--- src/rtl/fft_inpl_bfly_seq.sv ---
// ---------------------------------------------------------------------------
// fft_inpl_bfly_seq
//
// Address/control sequencer for an in-place radix-2 FFT. The butterfly
// datapath is not part of this block. One START runs LOGPTS stages. Each
// stage reads HALFPTS butterfly pairs, then waits RW_DLY cycles so that the
// butterfly pipeline can write back before the next stage starts reading.
//
// Optional feature: define FFT_INPL_SEQ_HOLD_EN to add hold_i. While the
// sequencer is reading, hold_i stalls the read counter for one cycle and
// suppresses that cycle's read.
//
// Ports:
//   clk_i          clock, rising edge
//   rst_i          synchronous active-high reset
//   start_i        single-cycle request for one full pass (used only when idle)
//   hold_i         read stall (only with FFT_INPL_SEQ_HOLD_EN)
//   busy_o         pass in progress, up to and including the done cycle
//   done_o         one-cycle pulse after the final write of the final stage
//   ra_o           RAM read address (both banks)
//   ta_o           twiddle LUT address
//   rd_valid_o     ra_o / ta_o / presw_cross_o valid
//   presw_cross_o  pre-butterfly switch select
//   wa_o           RAM write address
//   wen_even_o     even-bank write enable
//   wen_odd_o      odd-bank write enable
//   stage_o        current read stage
//   last_stage_o   reading or draining the final stage
// ---------------------------------------------------------------------------
module fft_inpl_bfly_seq #(
    parameter int unsigned LOGPTS = 8,
    parameter int unsigned RW_DLY = 10
) (
    input  logic                      clk_i,
    input  logic                      rst_i,
    input  logic                      start_i,
`ifdef FFT_INPL_SEQ_HOLD_EN
    input  logic                      hold_i,
`endif
    output logic                      busy_o,
    output logic                      done_o,
    output logic [LOGPTS-2:0]         ra_o,
    output logic [LOGPTS-2:0]         ta_o,
    output logic                      rd_valid_o,
    output logic                      presw_cross_o,
    output logic [LOGPTS-2:0]         wa_o,
    output logic                      wen_even_o,
    output logic                      wen_odd_o,
    output logic [$clog2(LOGPTS)-1:0] stage_o,
    output logic                      last_stage_o
);

    localparam int unsigned AW = LOGPTS - 1;
    localparam int unsigned SW = $clog2(LOGPTS);
    localparam int unsigned DW = $clog2(RW_DLY + 1);

    localparam logic [AW-1:0] KMax  = {AW{1'b1}};
    localparam logic [DW-1:0] DMax  = DW'(RW_DLY - 1);
    localparam logic [SW-1:0] SLast = SW'(LOGPTS - 1);

    typedef enum logic [1:0] {StIdle, StRead, StDrain, StFin} state_e;

    state_e        state_q;
    logic [AW-1:0] k_q;
    logic [SW-1:0] s_q;
    logic [DW-1:0] dcnt_q;

    logic          hold;
    logic          rd_valid;
    logic [AW-1:0] mask;

`ifdef FFT_INPL_SEQ_HOLD_EN
    assign hold = hold_i;
`else
    assign hold = 1'b0;
`endif

    // Sequencer: k counts butterflies within a stage, dcnt counts drain
    // cycles, and s is the stage. s advances only when a new stage starts
    // reading, so stage_o holds its value through the drain.
    always_ff @(posedge clk_i) begin
        if (rst_i) begin
            state_q <= StIdle;
            k_q     <= '0;
            s_q     <= '0;
            dcnt_q  <= '0;
        end else begin
            unique case (state_q)
                StIdle: begin
                    if (start_i) begin
                        state_q <= StRead;
                        k_q     <= '0;
                        s_q     <= '0;
                    end
                end
                StRead: begin
                    if (!hold) begin
                        if (k_q == KMax) begin
                            state_q <= StDrain;
                            k_q     <= '0;
                            dcnt_q  <= '0;
                        end else begin
                            k_q <= k_q + AW'(1);
                        end
                    end
                end
                StDrain: begin
                    if (dcnt_q == DMax) begin
                        if (s_q == SLast) begin
                            state_q <= StFin;
                        end else begin
                            state_q <= StRead;
                            s_q     <= s_q + SW'(1);
                            k_q     <= '0;
                        end
                    end else begin
                        dcnt_q <= dcnt_q + DW'(1);
                    end
                end
                StFin: begin
                    state_q <= StIdle;
                    s_q     <= '0;
                end
                default: state_q <= StIdle;
            endcase
        end
    end

    // The top s bits of k select butterflies whose inputs arrive swapped
    // between the banks.
    assign mask     = ~(KMax >> s_q);
    assign rd_valid = (state_q == StRead) && !hold;

    assign rd_valid_o    = rd_valid;
    assign ra_o          = rd_valid ? k_q : '0;
    assign ta_o          = rd_valid ? (k_q << s_q) : '0;
    assign presw_cross_o = rd_valid & (^(k_q & mask));
    assign busy_o        = (state_q != StIdle);
    assign done_o        = (state_q == StFin);
    assign stage_o       = s_q;
    assign last_stage_o  = ((state_q == StRead) || (state_q == StDrain)) && (s_q == SLast);

    // The write side mirrors the butterfly latency. It shifts on every cycle
    // regardless of FSM state, and reset flushes any reads still in flight.
    logic [RW_DLY-1:0] wv_q;
    logic [AW-1:0]     wa_q [RW_DLY];

    always_ff @(posedge clk_i) begin
        if (rst_i) begin
            wv_q <= '0;
            for (int i = 0; i < RW_DLY; i++) begin
                wa_q[i] <= '0;
            end
        end else begin
            wv_q[0] <= rd_valid;
            wa_q[0] <= ra_o;
            for (int i = 1; i < RW_DLY; i++) begin
                wv_q[i] <= wv_q[i-1];
                wa_q[i] <= wa_q[i-1];
            end
        end
    end

    assign wa_o       = wa_q[RW_DLY-1];
    assign wen_even_o = wv_q[RW_DLY-1];
    assign wen_odd_o  = wv_q[RW_DLY-1];

endmodule
--- config.mk ---
export PLATFORM = sky130hd
export DESIGN_NAME = fft_inpl_bfly_seq
export DESIGN_NICKNAME = d
export VERILOG_FILES = /design/src/rtl/fft_inpl_bfly_seq.sv
export SDC_FILE = /design/constraint.sdc
export NUM_CORES = 1
export LEC_CHECK = 0
export BUFFER_PORTS_ARGS = -buffer_cell sky130_fd_sc_hd__buf_2
export CORE_MARGIN = 1.5
export CORE_UTILIZATION = 60
export CTS_CLUSTER_DIAMETER = 80
export DETAILED_ROUTE_END_ITERATION = 16
export PLACE_DENSITY = 0.81
export SKIP_LAST_GASP = 1
export SYNTH_ARGS = -nofsm -noshare
export SYNTH_HDL_FRONTEND = slang
export SYNTH_SLANG_ARGS = --single-unit
--- constraint.sdc ---
create_clock -name clk_i -period 8 [get_ports clk_i]
set_input_delay 2.4 -clock clk_i [delete_from_list [all_inputs] [get_ports clk_i]]
set_output_delay 2.4 -clock clk_i [all_outputs]
set_load 0.05 [all_outputs]
# Yosys cells after proc, flatten, opt, wreduce, memory -nomap -nowiden
# Memories as Yosys holds them, arrays and structs flattened.
# Cells that the tools add are included.
# op_classes
add_sub_neg	3
mul	0
div_mod_pow	0
magnitude_cmp	0
n_eq_ne	11
n_shift	2
muxes	32
bitwise	13
n_reduce_logical	12
# op_table
cell	n
$mux W7	16
$pmux W7 S3	1
$or A1 B1 Y1	10
$mux W3	3
$pmux W3 S3	1
$mux W2	4
$mux W4	2
$ne A2 B2 Y1 const B	4
$pmux W2 S4	1
$pmux W4 S2	1
$reduce_and A4 Y1	2
$add A7 B1 Y7 const B	1
$and A7 B7 Y7	1
$eq A7 B7 Y1 const B	1
$not A7 Y7	1
$reduce_xor A7 Y1	1
$shl A7 B3 Y7	1
$shr A7 B3 Y7 const A	1
$reduce_and A3 Y1	2
$reduce_bool A3 Y1	2
$add A4 B1 Y4 const B	1
$eq A2 B2 Y1 const B	2
$eq A4 B4 Y1 const B	1
$reduce_bool A2 Y1	2
9 further kinds	11
# totals
regBits	26
latchBits	0
mem_bits_rw	70
romBits	0
mem_count	1
# mem_list
name	words	width	rd	rd_clocked_by_memory_dff	write_ports	line	source
wa_q	10	7	10	0	10	146	logic [AW-1:0] wa_q [RW_DLY];

# Longest topological paths before layout
# Gate-level depths: netlist of the first run.
# depth
ltp_word	5
ltp_mapped	8
mapped_depth_nobuf	7

# Worst setup path after synthesis of the first run
# Ideal clock, no wire load.
# synth_timing
path_type	register to output
start	reg s_q[1], in the netlist stage_o[1]
end	out presw_cross_o
t_arrival_ps	3183
required_ps	5600
setup_slack_ps	2417
path_stages_with_launch	9
path_buffers	1
cell_sequence	dfxtp_1 > clkbuf_1 > inv_1 > ha_1 > nor2b_1 > xnor2_1 > and3_1 > o31ai_1 > nor3b_1
# synth_via
elab_chain_cells	5
# synth_rtl
element	line	source
start: declaration	65	logic [SW-1:0] s_q;
start signal: assignment	113	s_q <= s_q + SW'(1);
$shr A7 B3 Y7	131	assign mask = ~(KMax >> s_q);
$not A7 Y7	131	
$and A7 B7 Y7	137	assign presw_cross_o = rd_valid & (^(k_q & mask));
$reduce_xor A7 Y1	137	
$and A1 B1 Y1	137	
end: declaration	45	output logic presw_cross_o,
# No other way between the ends.

# Worst setup path after layout of the first run
# Ends and elaborated chain as after synthesis.

==> impl_metrics.ini, run 1 <==
[cts]
root_buffer = clkbuf_8
cts_max_path_buffers = 2
cts_setup_buffers = 0
clkSinkCount = 96
holdBufCountCts = 0
clk_latency_ns = 0.34
ctsResizeCount = 0
cts_buffers = 9
htreeDepth = 3
clkTransAtPathRegs_ns = 0.08
cts_tree = done

[worst_setup_path]
worst_ep_required_time_ns = 5.60
critPathMaxFanout = 16
r2r_cells = 7
cp_cell_sequence = inv_1 -> ha_1 -> nor2b_1 -> xnor2_1 -> and3_1 -> o31ai_1 -> nor3b_1 -> buf_2
cp_slowest_cell = dfxtp_1
critPathTopFamily = flip-flops
cp.depth = 8
setup.worst_path.class = flop to output port
worstSetupEndpointType = output port
worstPathArrival_ns = 2.69
critical-path-max-stage-delay_ns = 0.67
cp_num_buf_inv = 2
cp-start-kind = flop

[detailed_routing]
firstDrtPassIters = 4
vias = 2288
drc_errors = 0
postRouteAntennaNets = 0
wl_per_cell_um = 11.7
drt-total-wl_um = 5260
viasPerCell = 5.11
drt_iter0_drc = 81

[grt]
antenna_found_initial = 0
grt_pass1_wl_um = 8950
top_usage_layer = met2
grtUsageTotal = 0.180
grt_pass1_vias = 2087
grtUsageMet1 = 0.210
grt_util_met2 = 0.299
overflow = 0
grt.met3_usage = 0.0617
grt_max_degree = 52

[logic_synthesis]
ys_ff_latch = 96
syn_nets = 366
synth_cell_types = 44
synth_top_area_cell = dfxtp_1
yosys.area.top_type_share = 0.542
synth_edf_count = 0
synth_flop_cell = dfxtp_1
syn-instance-count = 350
ys_seq_area_frac = 0.542
ys_warn_count = 0
async_flop_share = 0
mappedNetlistArea_um2 = 3550
yosys-top-cells-area = dfxtp_1 (54%), nor2b_1 (14%), ha_1 (4.6%)
syn_avg_cell_area_um2 = 10.1

[place]
gp_congestion = 0.793
place_hpwl_um = 3450
port_buffers = 33

[pwr]
intPower_mw = 0.649
p_comb_frac = 0.179
ir_worst_vdd_mv = 0.154
power.share.sequential = 0.539
p_clk_frac = 0.281
powerDensity_nw_per_um2 = 239
sw_frac_of_total = 0.299
switching_power_mw = 0.276
power.leakage_nw = 1.63

[floorplan]
die-area_um2 = 6380
std_cell_rows = 27
die_h_um = 79.9
fp.dieW_um = 79.9
initial_core_util = 0.633
core_um2 = 5610
io_pins = 34

[sta]
slew_violations = 0
finClkSkew_ns = 0.00710
hold_ws_ns = 0.435
max_slew_margin = 0.449
min_period_ns = 5.09
rsz0062_at_grt = false
finalHoldViolCount = 0
fin_crit_sh = 0.637
tightest_slew_ns = 0.826
setup_viol = 0
fmax_mhz = 196
setup_tns_ns = 0

[hold_path]
min_path_type = flop to flop
hold_depth = 1

[cells_and_area]
drive_gt1_frac = 0.160
fill_cells = 431
fin_nets = 389
area_growth_pct = 9.24
diodes = 0

[job]
drv_cap = 0

[run_status]
status = completed
[Yosys cell counts (4+ instances only)]
| master | n |
|---|---|
| mux2i_1 | 4 |
| inv_1 | 9 |
| ha_1 | 13 |
| a21oi_1 | 15 |
| nor2_1 | 18 |
| o21ai_0 | 7 |
| nand2_1 | 15 |
| nor3_1 | 5 |
| buf_2 | 5 |
| dfxtp_1 | 96 |
| nand3_1 | 5 |
| and2_1 | 15 |
| clkbuf_1 | 16 |
| nor2b_1 | 80 |
[layout make-up]
| cell class | count | area, um2 | share of cell area |
|---|---|---|---|
| Sequential cell | 96 | 1920 | 0.496 |
| Multi-Input combinational cell | 223 | 1500 | 0.387 |
| Timing Repair Buffer | 34 | 173 | 0.0446 |
| Clock buffer | 9 | 124 | 0.0320 |
| Tap cell | 72 | 90.1 | 0.0232 |
| Clock inverter | 5 | 33.8 | 0.00872 |
| Inverter | 9 | 33.8 | 0.00872 |
[final timing paths]
check | start | to | slack (ns)
setup / recovery | stage_o[1]$_SDFFE_PP0P_ | presw_cross_o | 2.91
hold / removal | wa_q[0][4]$_SDFF_PP0_ | wa_q[1][4]$_SDFF_PP0_ | 0.44
setup reg to reg | state_q[0]$_SDFFE_PP0P_ | k_q[4]$_SDFFE_PP0P_ | 5.73
hold reg to reg | wa_q[0][4]$_SDFF_PP0_ | wa_q[1][4]$_SDFF_PP0_ | 0.44
[layout by cell type (no fill, tap or decap), types with 2 or more instances in the layout]
cell	synthesis	routed
a211oi_1	3	3
a21oi_1	15	15
and2_1	15	15
and3_1	3	3
buf_2	5	33
clkbuf_8	0	9
clkinv_2	0	2
clkinvlp_4	0	2
dfxtp_1	96	96
ha_1	13	13
inv_1	9	9
mux2_2	3	3
mux2i_1	4	4
nand2_1	15	15
nand2b_1	3	3
nand3_1	5	5
nand3b_1	3	3
nor2_1	18	18
nor2b_1	80	80
nor3_1	5	5
nor3b_1	3	3
o21ai_0	7	7
o22ai_1	3	3
o31ai_1	2	2
xnor2_1	3	3
[sequential cells by signal (all words and copies together) (netlist names)]
| register | flops |
|---|---|
| stage_o | 3 |
| state_q | 2 |
| dcnt_q | 4 |
| wa_q | 70 |
| k_q | 7 |
| wv_q | 10 |
[per-stage QoR]
step | setup slack [ns] | area [um2] | power, mW | std cells | utilization
2_1_floorplan | 2.42 | 3550 | 0.644 | 350 | -
3_3_place_gp | 3.40 | 3720 | 0.673 | 434 | 0.663
3_5_place_dp | 3.34 | 3720 | 0.676 | 434 | 0.663
4_1_cts | 2.95 | 3870 | 0.936 | 448 | 0.691
5_1_grt | 2.69 | 3870 | 0.974 | 448 | 0.691
6_report | 2.91 | 3870 | 0.925 | 448 | 0.691
[logic make-up (layout without fill, tap and decap cells)]
group / after synthesis / count (layout) / share of synthesized area
compound gates: 42 / 42 / 0.0825
fa+ha+maj: 13 / 13 / 0.0459
flops: 96 / 96 / 0.542
simple gates: 157 / 157 / 0.260
xor+xnor: 3 / 3 / 0.00741
buf+inv: 31 / 57 / 0.0356
mux: 8 / 8 / 0.0272
[power by group through the flow]
stage / sequential, mW / combinational [mW] / clock, mW
after global routing: 0.500 / 0.183 / 0.291
after global placement: 0.509 / 0.164 / 0
after detailed placement: 0.510 / 0.166 / 0
after floorplan: 0.506 / 0.138 / 0
after CTS: 0.499 / 0.167 / 0.270
final: 0.499 / 0.166 / 0.260
[routing by layer]
metal | vias up | share of wire
li1 | 1183 | -
met1 | 1061 | 0.48
met2 | 42 | 0.48
met3 | 2 | 0.036
met4 | 0 | 0.0034
met5 | - | 0
No activity file was read; power rests on OpenSTA's default activity.
==> run 2, diff against run 1 <==
--- a/config.mk
+++ b/config.mk
@@ -7,10 +7,10 @@
 export LEC_CHECK = 0
 export BUFFER_PORTS_ARGS = -buffer_cell sky130_fd_sc_hd__buf_2
 export CORE_MARGIN = 1.5
-export CORE_UTILIZATION = 60
+export CORE_UTILIZATION = 58
 export CTS_CLUSTER_DIAMETER = 80
 export DETAILED_ROUTE_END_ITERATION = 16
-export PLACE_DENSITY = 0.81
+export PLACE_DENSITY = 0.78
 export SKIP_LAST_GASP = 1
 export SYNTH_ARGS = -nofsm -noshare
 export SYNTH_HDL_FRONTEND = slang
==> constraint.sdc (replaced) <==
create_clock -name clk_i -period 5.2 [get_ports clk_i]
set_input_delay 1.56 -clock clk_i [delete_from_list [all_inputs] [get_ports clk_i]]
set_output_delay 1.56 -clock clk_i [all_outputs]
set_load 0.05 [all_outputs]
==> run 2 against run 1 <==
  * Clock skew up 0.0088 ns
  * Clock power increased by 100%
  * Sequential share of layout area decreased by 0.90 points
  * Critical endpoint unchanged
  * Global-route usage grew 0.066 points
  * Critical path type unchanged
  * Utilization decreased by 2.4 points
  * Clock-buffer cell count unchanged
  * Largest power group unchanged
  * First-iteration DRC count fell by 15%
  * Design area rose by 1.8%
==> impl_metrics.ini, run 2 (synthesized netlist as in run 1, its figures left out) <==
[hold_path]
hold_depth = 1
min_path_type = flop to flop

[cells_and_area]
diodes = 0
final_cell_mix = dfxtp_1 (96), nor2b_1 (80), buf_2 (33)
instances_no_fill = 453
drive_gt1_frac = 0.164
seq_area_um2 = 1920
area_growth_pct = 11.3
final_area_um2 = 3950
multi_input_area_um2 = 1500
fin_util = 0.667
top_regs = wa_q x70, wv_q x10, k_q x7
regMostFlops = wa_q
mostFrequentLayoutCell = dfxtp_1
fin_nets = 389
largest_reg_flops = 70
fill_cells = 492

[worst_setup_path]
r2r_start = state_q[0]$_SDFFE_PP0P_
critPathTopFamily = flip-flops
cp-start-kind = flop
cp_cell_sequence = inv_1 -> ha_1 -> nor2b_1 -> xnor2_1 -> and3_1 -> o31ai_1 -> nor3b_1 -> buf_2
crit_start = stage_o[1]$_SDFFE_PP0P_
crit_path_end = presw_cross_o
critical-path-max-stage-delay_ns = 0.69
cp_slowest_cell = dfxtp_1
r2r_cells = 7
worstPathArrival_ns = 2.74
rrSetupSlack_ns = 2.84
worstSetupEndpointType = output port
cp_num_buf_inv = 2
r2r_end = k_q[4]$_SDFFE_PP0P_
setup.worst_path.class = flop to output port
worst_ep_required_time_ns = 3.64
cp.depth = 8
critPathMaxFanout = 16

[sta]
tightest_slew_ns = 0.584
setup_tns_ns = 0
max_slew_margin = 0.610
rsz0062_at_grt = false
finalHoldViolCount = 0
setup_viol = 0
finClkSkew_ns = 0.0159
fin_crit_sh = 0.827
min_period_ns = 4.30
fmax_mhz = 232
fin_ws_ns = 0.898
slew_violations = 0

[detailed_routing]
viasPerCell = 5.10
drc_errors = 0
drt_iter0_drc = 69
vias = 2312
wl_per_cell_um = 11.8
postRouteAntennaNets = 0
firstDrtPassIters = 5
drt-total-wl_um = 5340

[grt]
grtUsageTotal = 0.180
grt_max_degree = 56
grt_pass1_vias = 2032
antenna_found_initial = 0
grt_pass1_wl_um = 9140
overflow = 0

[place]
place_hpwl_um = 3330
dp_cells = 437
place_ws_ns = 1.33
dpl_cell_area_um2 = 3720
port_buffers = 33
gp_congestion = 0.866

[cts]
holdBufCountCts = 0
htreeDepth = 3
cts_max_path_buffers = 2
clk_latency_ns = 0.35
clkSinkCount = 96
ctsResizeCount = 0
clkTransAtPathRegs_ns = 0.10
cts_buffers = 9
cts_tree = done
cts_setup_buffers = 0
root_buffer = clkbuf_8

[floorplan]
io_pins = 34
fp.dieW_um = 81.2
die_h_um = 81.2
core_um2 = 5920
initial_core_util = 0.599
die-area_um2 = 6590
std_cell_rows = 28

[pwr]
powerDensity_nw_per_um2 = 394
power.leakage_nw = 1.66
ir_worst_vdd_mv = 0.265

[run_status]
status = completed

[job]
drv_cap = 0
run 2: worst min-delay path by stage:
stage | startpoint | end | slack, ns
2_1_floorplan | wa_q[0][0]$_SDFF_PP0_ | wa_q[1][0]$_SDFF_PP0_ | 0.41
3_3_place_gp | wv_q[7]$_SDFF_PP0_ | wv_q[8]$_SDFF_PP0_ | 0.42
3_5_place_dp | wv_q[6]$_SDFF_PP0_ | wv_q[7]$_SDFF_PP0_ | 0.42
4_1_cts | wv_q[6]$_SDFF_PP0_ | wv_q[7]$_SDFF_PP0_ | 0.43
5_1_grt | wa_q[1][2]$_SDFF_PP0_ | wa_q[2][2]$_SDFF_PP0_ | 0.44
6_report | wa_q[4][6]$_SDFF_PP0_ | wa_q[5][6]$_SDFF_PP0_ | 0.43
run 2: power breakdown:
part | leakage [nW] | switching [mW] | internal, mW
Combinational | 0.777 | 0.175 | 0.0808
Clock | 0.112 | 0.254 | 0.277
Sequential | 0.774 | 0.0200 | 0.749
run 2: through the flow:
step	hold slack (ns)	power [mW]
floorplan	0.414	0.990
global placement	0.416	1.04
detailed placement	0.424	1.04
CTS	0.431	1.57
global route	0.437	1.63
finish	0.427	1.55
run 2: metal layers:
metal,global-route usage,up-vias,share of wire
met2,0.283,46,0.47
met3,0.0494,8,0.038
li1,-,1181,-
met4,0.0914,0,0.011
met5,0,-,0
met1,0.228,1077,0.48
run 2: final cells by class:
type                            instances  area share
Inverter                                9     0.00856
Timing Repair Buffer                   34      0.0438
Clock buffer                            9      0.0314
Clock inverter                          7      0.0257
Sequential cell                        96       0.487
Multi-Input combinational cell        223       0.380
Tap cell                               75      0.0238
==> run 3, diff against run 2 <==
--- a/config.mk
+++ b/config.mk
@@ -7,10 +7,10 @@
 export LEC_CHECK = 0
 export BUFFER_PORTS_ARGS = -buffer_cell sky130_fd_sc_hd__buf_2
 export CORE_MARGIN = 1.5
-export CORE_UTILIZATION = 58
+export CORE_UTILIZATION = 52
 export CTS_CLUSTER_DIAMETER = 80
 export DETAILED_ROUTE_END_ITERATION = 16
-export PLACE_DENSITY = 0.78
+export PLACE_DENSITY = 0.74
 export SKIP_LAST_GASP = 1
 export SYNTH_ARGS = -nofsm -noshare
 export SYNTH_HDL_FRONTEND = slang
==> constraint.sdc (replaced) <==
create_clock -name clk_i -period 3.6 [get_ports clk_i]
set_input_delay 1.08 -clock clk_i [delete_from_list [all_inputs] [get_ports clk_i]]
set_output_delay 1.08 -clock clk_i [all_outputs]
set_load 0.05 [all_outputs]
==> run 3 against run 2 <==
  * The flow now finishes with violations (DRC)
  * Largest cell class unchanged
  * Global-route usage down 2.2 points
  * First-iteration DRC count down 42%
  * Non-clock buffer count up 5
  * Highest routed layer unchanged
  * Die area up 11%
  * Worst hold slack better by 0.0098 ns
  * Design area up 0.95%
  * Clock power up 25%
  * Via count down 0.22%
  * Clock skew down 0.0071 ns
  * Sequential power up 44%
  * Register-to-register slack worse by 1.6 ns
==> impl_metrics.ini, run 3 (synthesized netlist as in run 1, its figures left out) <==
[cells_and_area]
largest_reg_flops = 70
multi_input_area_um2 = 1520
mostFrequentLayoutCell = dfxtp_1
top_regs = wa_q x70, wv_q x10, k_q x7
fill_cells = 538
diodes = 0
seq_area_um2 = 1930
fin_nets = 394
area_growth_pct = 12.3
final_cell_mix = dfxtp_1 (94), nor2b_1 (80), buf_2 (32)
drive_gt1_frac = 0.185
final_area_um2 = 3980
fin_util = 0.617
regMostFlops = wa_q

[pwr]
p_comb_frac = 0.179
sw_frac_of_total = 0.308
powerDensity_nw_per_um2 = 541
intPower_mw = 1.49
switching_power_mw = 0.665
power.leakage_nw = 1.68
ir_worst_vdd_mv = 0.411
power.share.sequential = 0.514
p_clk_frac = 0.307

[floorplan]
io_pins = 34
die_h_um = 85.6
core_um2 = 6460
die-area_um2 = 7330
std_cell_rows = 29
initial_core_util = 0.549
fp.dieW_um = 85.6

[detailed_routing]
vias = 2307
postRouteAntennaNets = 0
drt-total-wl_um = 5360
drc_errors = 1
drt_iter0_drc = 40
wl_per_cell_um = 11.7
firstDrtPassIters = 10
viasPerCell = 5.02

[sta]
fmax_mhz = 294
min_period_ns = 3.40
fin_crit_sh = 0.945
finalHoldViolCount = 0
fin_ws_ns = 0.197
setup_viol = 0
setup_tns_ns = 0
tightest_slew_ns = 0.595
finClkSkew_ns = 0.00887
max_slew_margin = 0.603
slew_violations = 0
rsz0062_at_grt = false

[place]
port_buffers = 33
dpl_cell_area_um2 = 3750
place_ws_ns = 0.454
place_hpwl_um = 3520
gp_congestion = 0.851

[worst_setup_path]
worst_ep_required_time_ns = 2.52
setup.worst_path.class = flop to output port
worstPathArrival_ns = 2.32
critical-path-max-stage-delay_ns = 0.45
cp-start-kind = flop
cp_slowest_cell = dfxtp_4
cp_cell_sequence = inv_1 -> ha_1 -> nor2b_1 -> xnor2_1 -> and3_1 -> o31ai_1 -> nor3b_4 -> clkbuf_4
critPathMaxFanout = 14
worstSetupEndpointType = output port

[grt]
grtUsageTotal = 0.159
top_usage_layer = met2
grt_pass1_vias = 2125
grtUsageMet1 = 0.183
grt_pass1_wl_um = 9220
grt.met3_usage = 0.0606
antenna_found_initial = 0
overflow = 0
grt_util_met2 = 0.260
grt_max_degree = 46

[cts]
cts_tree = done
htreeDepth = 3
clkSinkCount = 96
holdBufCountCts = 0
clkTransAtPathRegs_ns = 0.09
cts_buffers = 9
clk_latency_ns = 0.35
root_buffer = clkbuf_8
cts_max_path_buffers = 2

[run_status]
violations = DRC
status = finished, violations left

[hold_path]
min_path_type = flop to flop

[job]
drv_cap = 0
## run 3: worst max-delay path, delay by kind of cell, from the launching register on
family / cells / cell delay (ns)
xor+xnor: 1 / 0.12
flops: 1 / 0.45
compound gates: 1 / 0.26
fa+ha+maj: 1 / 0.22
simple gates: 3 / 0.58
buf+inv: 2 / 0.35
## run 3: power by group through the flow
stage	clock network (mW)	registers (mW)	logic [mW]
2_1_floorplan	0	1.12	0.309
3_3_place_gp	0	1.13	0.380
3_5_place_dp	0	1.13	0.386
4_1_cts	0.685	1.11	0.387
5_1_grt	0.739	1.11	0.428
6_report	0.662	1.11	0.386
## run 3: final cells by class
cell class,instances,area share
Clock inverter,6,0.0144
Clock buffer,10,0.0345
Sequential cell,96,0.484
Inverter,9,0.00848
Multi-Input combinational cell,223,0.381
Timing Repair Buffer,39,0.0534
Tap cell,77,0.0242
## run 3: final timing paths
kind                                 from               endpoint  slack, ns  cells after the start
setup / recovery  stage_o[0]$_SDFFE_PP0P_          presw_cross_o       0.20                      8
hold / removal      wa_q[0][1]$_SDFF_PP0_  wa_q[1][1]$_SDFF_PP0_       0.44                      1
setup reg to reg  state_q[0]$_SDFFE_PP0P_    k_q[4]$_SDFFE_PP0P_       1.26                      7
hold reg to reg     wa_q[0][1]$_SDFF_PP0_  wa_q[1][1]$_SDFF_PP0_       0.44                      1
## run 3: through the flow
| step | cells | hold WS (ns) | power, mW |
|---|---|---|---|
| 6_report | 460 | 0.437 | 2.16 |
| 2_1_floorplan | 350 | 0.414 | 1.43 |
| 3_5_place_dp | 441 | 0.420 | 1.52 |
| 3_3_place_gp | 441 | 0.416 | 1.51 |
| 4_1_cts | 457 | 0.436 | 2.18 |
| 5_1_grt | 460 | 0.449 | 2.28 |
## run 3: per-layer routing
| layer | vias to the layer above | wire, um |
|---|---|---|
| li1 | 1196 | - |
| met1 | 1041 | 2460 |
| met2 | 57 | 2550 |
| met3 | 13 | 252 |
| met4 | 0 | 103 |
| met5 | - | 0 |
## run 3: what timing repair did
action / 4_1_cts / 5_1_grt
resized for setup: 0 / 4
setup buffers: 0 / 3
endpoints found under the setup margin: 0 / 1
